**src/rtl/add_pkg.sv**
```systemverilog
// Shared add/subtract encoding and small arithmetic helpers for the pipelined adder.
package add_pkg;

  typedef enum logic {
    ADD = 1'b0,
    SUB = 1'b1
  } op_e;

  // Subtraction is a + ~b + !borrow_in, so the incoming carry inverts in SUB mode.
  function automatic logic eff_carry_in(input op_e op, input logic carry);
    case (op)
      ADD:     eff_carry_in = carry;
      SUB:     eff_carry_in = ~carry;
      default: eff_carry_in = carry;
    endcase
  endfunction

  function automatic logic signed_ovf(input logic a_msb, input logic b_msb, input logic s_msb);
    signed_ovf = (a_msb == b_msb) && (s_msb != a_msb);
  endfunction

endpackage

```
**src/rtl/pipe_add_slice.sv**
```systemverilog
// One SLICE_W-bit adder slice with its carry-out captured for the next pipeline stage.
module pipe_add_slice #(
  parameter int SLICE_W = 8
) (
  input  logic               clk,
  input  logic               rst,
  input  logic               i_en,
  input  logic [SLICE_W-1:0] i_a,
  input  logic [SLICE_W-1:0] i_b,
  input  logic               i_cin,
  output logic [SLICE_W-1:0] o_sum,
  output logic               o_cout
);

  logic [SLICE_W:0] w_sum;
  logic             r_cout;

  // Slice sum including the carry into the next slice.
  always_comb begin
    w_sum = {1'b0, i_a} + {1'b0, i_b} + {{SLICE_W{1'b0}}, i_cin};
  end

  // Carry register feeding the next stage; holds while the pipeline is stalled.
  always_ff @(posedge clk) begin
    if (rst) begin
      r_cout <= 1'b0;
    end else if (i_en) begin
      r_cout <= w_sum[SLICE_W];
    end else begin
      r_cout <= r_cout;
    end
  end

  assign o_sum  = w_sum[SLICE_W-1:0];
  assign o_cout = r_cout;

endmodule

```
**src/rtl/pipe_add.sv**
```systemverilog
// Carry-pipelined adder/subtractor: one WIDTH/STAGES slice per stage, operands skewed
// forward, lower result slices deskewed so each transaction leaves in one piece.
module pipe_add
  import add_pkg::*;
#(
  parameter int WIDTH  = 32,
  parameter int STAGES = 4
) (
  input  logic             clk,
  input  logic             rst,
  input  logic             in_valid,
  output logic             in_ready,
  input  logic [WIDTH-1:0] a,
  input  logic [WIDTH-1:0] b,
  input  logic             cin,
  input  logic             sub,
  output logic             out_valid,
  input  logic             out_ready,
  output logic [WIDTH-1:0] result,
  output logic             cout,
  output logic             ovf
);

  localparam int SW = WIDTH / STAGES;

  logic             w_stall;
  logic             w_en;
  logic [WIDTH-1:0] w_b_eff;
  logic             w_cin_eff;
  logic             r_vld   [STAGES];
  logic [WIDTH-1:0] r_res   [STAGES];
  logic             w_carry [STAGES];
  logic             r_ovf;

  // A stall freezes every stage at once, so in_ready is simply its complement.
  assign w_stall  = r_vld[STAGES-1] && !out_ready;
  assign w_en     = !w_stall;
  assign in_ready = w_en;

  // Effective B operand: inverted when subtracting.
  always_comb begin
    case (op_e'(sub))
      SUB:     w_b_eff = ~b;
      ADD:     w_b_eff = b;
      default: w_b_eff = b;
    endcase
  end

  assign w_cin_eff = eff_carry_in(op_e'(sub), cin);

  for (genvar k = 0; k < STAGES; k++) begin : g_stg
    localparam int OPW = WIDTH - k * SW;

    logic [OPW-1:0]   w_a_op;
    logic [OPW-1:0]   w_b_op;
    logic             w_cin;
    logic             w_vld_in;
    logic [SW-1:0]    w_sum;
    logic [WIDTH-1:0] w_res_prev;
    logic [WIDTH-1:0] w_res_next;

    if (k == 0) begin : g_src
      assign w_a_op     = a;
      assign w_b_op     = w_b_eff;
      assign w_cin      = w_cin_eff;
      assign w_vld_in   = in_valid;
      assign w_res_prev = '0;
    end else begin : g_src
      logic [OPW-1:0] r_a;
      logic [OPW-1:0] r_b;

      // Operand bits not yet consumed travel with their transaction; no reset needed.
      always_ff @(posedge clk) begin
        if (w_en) begin
          r_a <= g_stg[k-1].w_a_op[OPW+SW-1:SW];
          r_b <= g_stg[k-1].w_b_op[OPW+SW-1:SW];
        end else begin
          r_a <= r_a;
          r_b <= r_b;
        end
      end

      assign w_a_op     = r_a;
      assign w_b_op     = r_b;
      assign w_cin      = w_carry[k-1];
      assign w_vld_in   = r_vld[k-1];
      assign w_res_prev = r_res[k-1];
    end

    pipe_add_slice #(
      .SLICE_W (SW)
    ) u_slice (
      .clk    (clk),
      .rst    (rst),
      .i_en   (w_en),
      .i_a    (w_a_op[SW-1:0]),
      .i_b    (w_b_op[SW-1:0]),
      .i_cin  (w_cin),
      .o_sum  (w_sum),
      .o_cout (w_carry[k])
    );

    // Merge this stage's slice into the result bits already finished upstream.
    always_comb begin
      w_res_next              = w_res_prev;
      w_res_next[k*SW +: SW]  = w_sum;
    end

    // Stage valid and partial-result register.
    always_ff @(posedge clk) begin
      if (rst) begin
        r_vld[k] <= 1'b0;
        r_res[k] <= '0;
      end else if (w_en) begin
        r_vld[k] <= w_vld_in;
        r_res[k] <= w_res_next;
      end else begin
        r_vld[k] <= r_vld[k];
        r_res[k] <= r_res[k];
      end
    end

    if (k == STAGES - 1) begin : g_last
      // Signed overflow is decided by the top slice, alongside the final carry.
      always_ff @(posedge clk) begin
        if (rst) begin
          r_ovf <= 1'b0;
        end else if (w_en) begin
          r_ovf <= signed_ovf(w_a_op[SW-1], w_b_op[SW-1], w_sum[SW-1]);
        end else begin
          r_ovf <= r_ovf;
        end
      end
    end
  end

  assign out_valid = r_vld[STAGES-1];
  assign result    = r_res[STAGES-1];
  assign cout      = w_carry[STAGES-1];
  assign ovf       = r_ovf;

endmodule

```
**config.mk**
```make
export PLATFORM = sky130hd
export DESIGN_NAME = pipe_add
export DESIGN_NICKNAME = d
export VERILOG_FILES = /design/src/rtl/add_pkg.sv /design/src/rtl/pipe_add_slice.sv /design/src/rtl/pipe_add.sv
export SDC_FILE = /design/constraint.sdc
export NUM_CORES = 1
export LEC_CHECK = 0
export ABC_AREA = 1
export BUFFER_PORTS_ARGS = -buffer_cell sky130_fd_sc_hd__buf_2
export CAP_MARGIN = 20
export CORE_UTILIZATION = 50
export CTS_CLUSTER_SIZE = 10
export DETAILED_ROUTE_END_ITERATION = 6
export PLACE_DENSITY = 0.78
export SETUP_SLACK_MARGIN = 0.2
export SYNTH_ARGS = -nofsm -noshare
export SYNTH_HDL_FRONTEND = slang
export SYNTH_SLANG_ARGS = --single-unit
export TNS_END_PERCENT = 10
```
**constraint.sdc**
```tcl
create_clock -name clk -period 6.4 [get_ports clk]
set_input_delay 0.32 -clock clk [delete_from_list [all_inputs] [get_ports clk]]
set_output_delay 0.32 -clock clk [all_outputs]
set_load 0.03 [all_outputs]
```
==> flow_summary.toml <==
[clock_tree]
numClockSinks = 185
ctsHtreeMaxLevel = 4
insertion_delay_ns = 0.43
numCtsBuffers = 17
cts-root-buf = "clkbuf_16"
postCtsSetupBuffers = 0
clk_pin_slew_worst_paths_ns = 0.07
clock_path_buffers = 2
tritoncts = "built"
ctsResizeCount = 0
postCtsHoldBufs = 0

[sta]
holdWs_ns = 0.06292
slew_viol_final = 0
period_minus_slack_ns = 2.840
fmax_mhz = 352.2
hold_viol = 0
finalSetupViolCount = 0
rsz0062_at_grt = "no"
period_share = 0.4437
tightest_slew_ns = 0.9592
slew_headroom = 0.3605
setup-tns-final_ns = 0
fin_ws_ns = 3.560
skew_ns = 0.008573

[final_layout]
drive_gt1_frac = 0.1887
nNetsFinal = 851
area_delta_synth_final_pct = 16.96
post-route-util = 0.6035
fin_area_mm2 = 0.009209
antenna_cells = 0
final_cells = 969
fillers = 1190

[route]
wl_per_cell_um = 12.49
wl_um = 12100
dr_total_vias = 4485
dr.pass1.iters = 4
viasPerCell = 4.628
drt_iter0_drc = 254
drc = 0
antenna_left = 0

[floorplan]
fp.coreArea_mm2 = 0.01526
die_h_um = 127.5
ios = 106
die_x_um = 127.5
num_rows = 45
initial_core_util = 0.5160
die-area_mm2 = 0.01625

[yosys]
ys_warn_count = 0
synth_top_area_cell = "edfxtp_1"
ys_types = 21
synth_seq_cells = 185
avgSynthCellArea_um2 = 12.50
syn_inst = 630
synth_nets = 736
synth_area_leaders = "edfxtp_1 69%, inv_1 4.9%, ha_1 4.4%, nand2_1 4.2%, nor2_1 4.0%"
yosys.area.top_type_share = 0.6865
syn-cell-area_mm2 = 0.007874
seq_area_frac_synth = 0.6992

[worst_setup_path]
worstPathMaxFanout = 45
slowest_delay_ns = 0.60
worst_path_most_repeated_cell = "clkinv_2"
crit_type = "reg2reg"
r2r_setup_slack_ns = 3.56
slowest_stage = "clkinv_2"
cp-end-kind = "flip-flop"
required_ns = 6.52
worstRegToRegCells = 6
r2r_end = "r_res[2][22]$_SDFFCE_PN0P_"
r2r-start = "r_vld[3]$_DFFE_PP_"
crit_chain = "inv_1 -> nor2_1 -> clkinv_2 -> nor2_2 -> clkinv_2 -> buf_4"
arrival_ns = 2.96
startpoint_type = "flip-flop"

[pwr]
p_leak_nw = 4.132
powerDensity_mw_per_mm2 = 324.7
peakVddDrop_mv = 0.2050
p_total_mw = 2.990

[job]
drv_cap = 0

[grt]
antenna_found_initial = 0
grt_overflow = 0
grt_use_total = 0.1623
grt_max_degree = 81
grt_pass1_vias = 4175
grt_pass1_wl_um = 19580

[min_path]
worstHoldStart = "a[27]"
whs_path_depth = 1
hp-class = "in2reg"
min_to = "g_stg[1].g_src.r_a[19]$_DFFE_PN_"

[placement]
globalplace.congestion = 0.8059
dpl_cell_area_mm2 = 0.008618
dp.cells = 937
dp_slack_ns = 3.483
io_buffers = 105
dp_hpwl_um = 8085

[status]
outcome = "completed"
## state kept, by name, summed over array words and instances, names as in the netlist
name	count
r_res	80
g_stg.g_src.r_a	48
g_stg.g_src.r_b	48
g_stg.u_slice.o_cout	4
r_vld	4
ovf	1
## routing by layer
layer / up-vias / share of wire / track usage
li1: 2323 / - / -
met1: 2026 / 0.46 / 0.2080
met2: 119 / 0.48 / 0.2523
met3: 17 / 0.049 / 0.05360
met4: 0 / 0.019 / 0.07353
met5: - / 0 / 0
## worst max-delay path: cells and delay by family, from the launching register on
family	cells	cell delay, ns
DFF	1	0.34
buffers and inverters	4	1.54
and+or+nand+nor	2	0.63
## layout make-up
type | instances | area, µm² | share of cell area
clock buffers | 18 | 429.2 | 0.04660
clock inverters | 14 | 161.4 | 0.01753
inverters | 103 | 389.1 | 0.04226
multi-input cells | 330 | 1912 | 0.2076
flip-flops and latches | 185 | 5505 | 0.5978
well taps | 211 | 264.0 | 0.02867
repair buffers | 108 | 548.0 | 0.05951
## cell usage after synthesis
cell,n
a21boi_0,1
a21oi_1,32
and2_0,2
buf_2,8
buf_4,4
dfxtp_1,5
edfxtp_1,180
fa_1,8
ha_1,28
inv_1,102
inv_2,1
nand2_1,89
nand3_1,26
nand4_1,6
nor2_1,84
nor2_2,2
o21a_1,3
o21ai_0,15
o21ai_1,1
xnor2_1,1
xor2_1,32
## how the worst max path moves through the flow
stage,startpoint,endpoint,cells after the start
after global routing,r_vld[3]$_DFFE_PP_,r_res[2][14]$_SDFFCE_PN0P_,6
final,r_vld[3]$_DFFE_PP_,r_res[2][22]$_SDFFCE_PN0P_,6
after floorplan,r_vld[3]$_DFFE_PP_,r_res[0][0]$_SDFFCE_PN0P_,5
after detailed placement,out_ready,r_res[3][15]$_SDFFCE_PN0P_,6
after CTS,r_vld[3]$_DFFE_PP_,r_res[3][23]$_SDFFCE_PN0P_,6
after global placement,out_ready,r_res[3][15]$_SDFFCE_PN0P_,6
## cells by family after synthesis
| kind of cell | synth area share |
|---|---|
| flops | 0.6992 |
| xor+xnor | 0.03671 |
| buf+inv | 0.05800 |
| fa+ha+maj | 0.06483 |
| simple gates | 0.1069 |
| compound gates | 0.03432 |
## report_power, final
part	total (mW)	switching, mW	internal, mW
Clock	1.04	0.453	0.586
Combinational	0.420	0.271	0.148
Sequential	1.53	0.0449	1.49
## layout by cell type, fill, tap and decap left out, types with 5 or more instances in the layout
cell type  synthesis  final
edfxtp_1         180    180
xor2_1            32     32
inv_1            102    100
nand4_1            6      6
nand3_1           26     26
buf_2              8    105
fa_1               8      8
dfxtp_1            5      5
clkbuf_16          0     17
nand2_1           89     89
ha_1              28     28
nor2_1            84     84
o21ai_0           15     15
a21oi_1           32     32
Note: power is estimated with default switching activity, not from simulation.
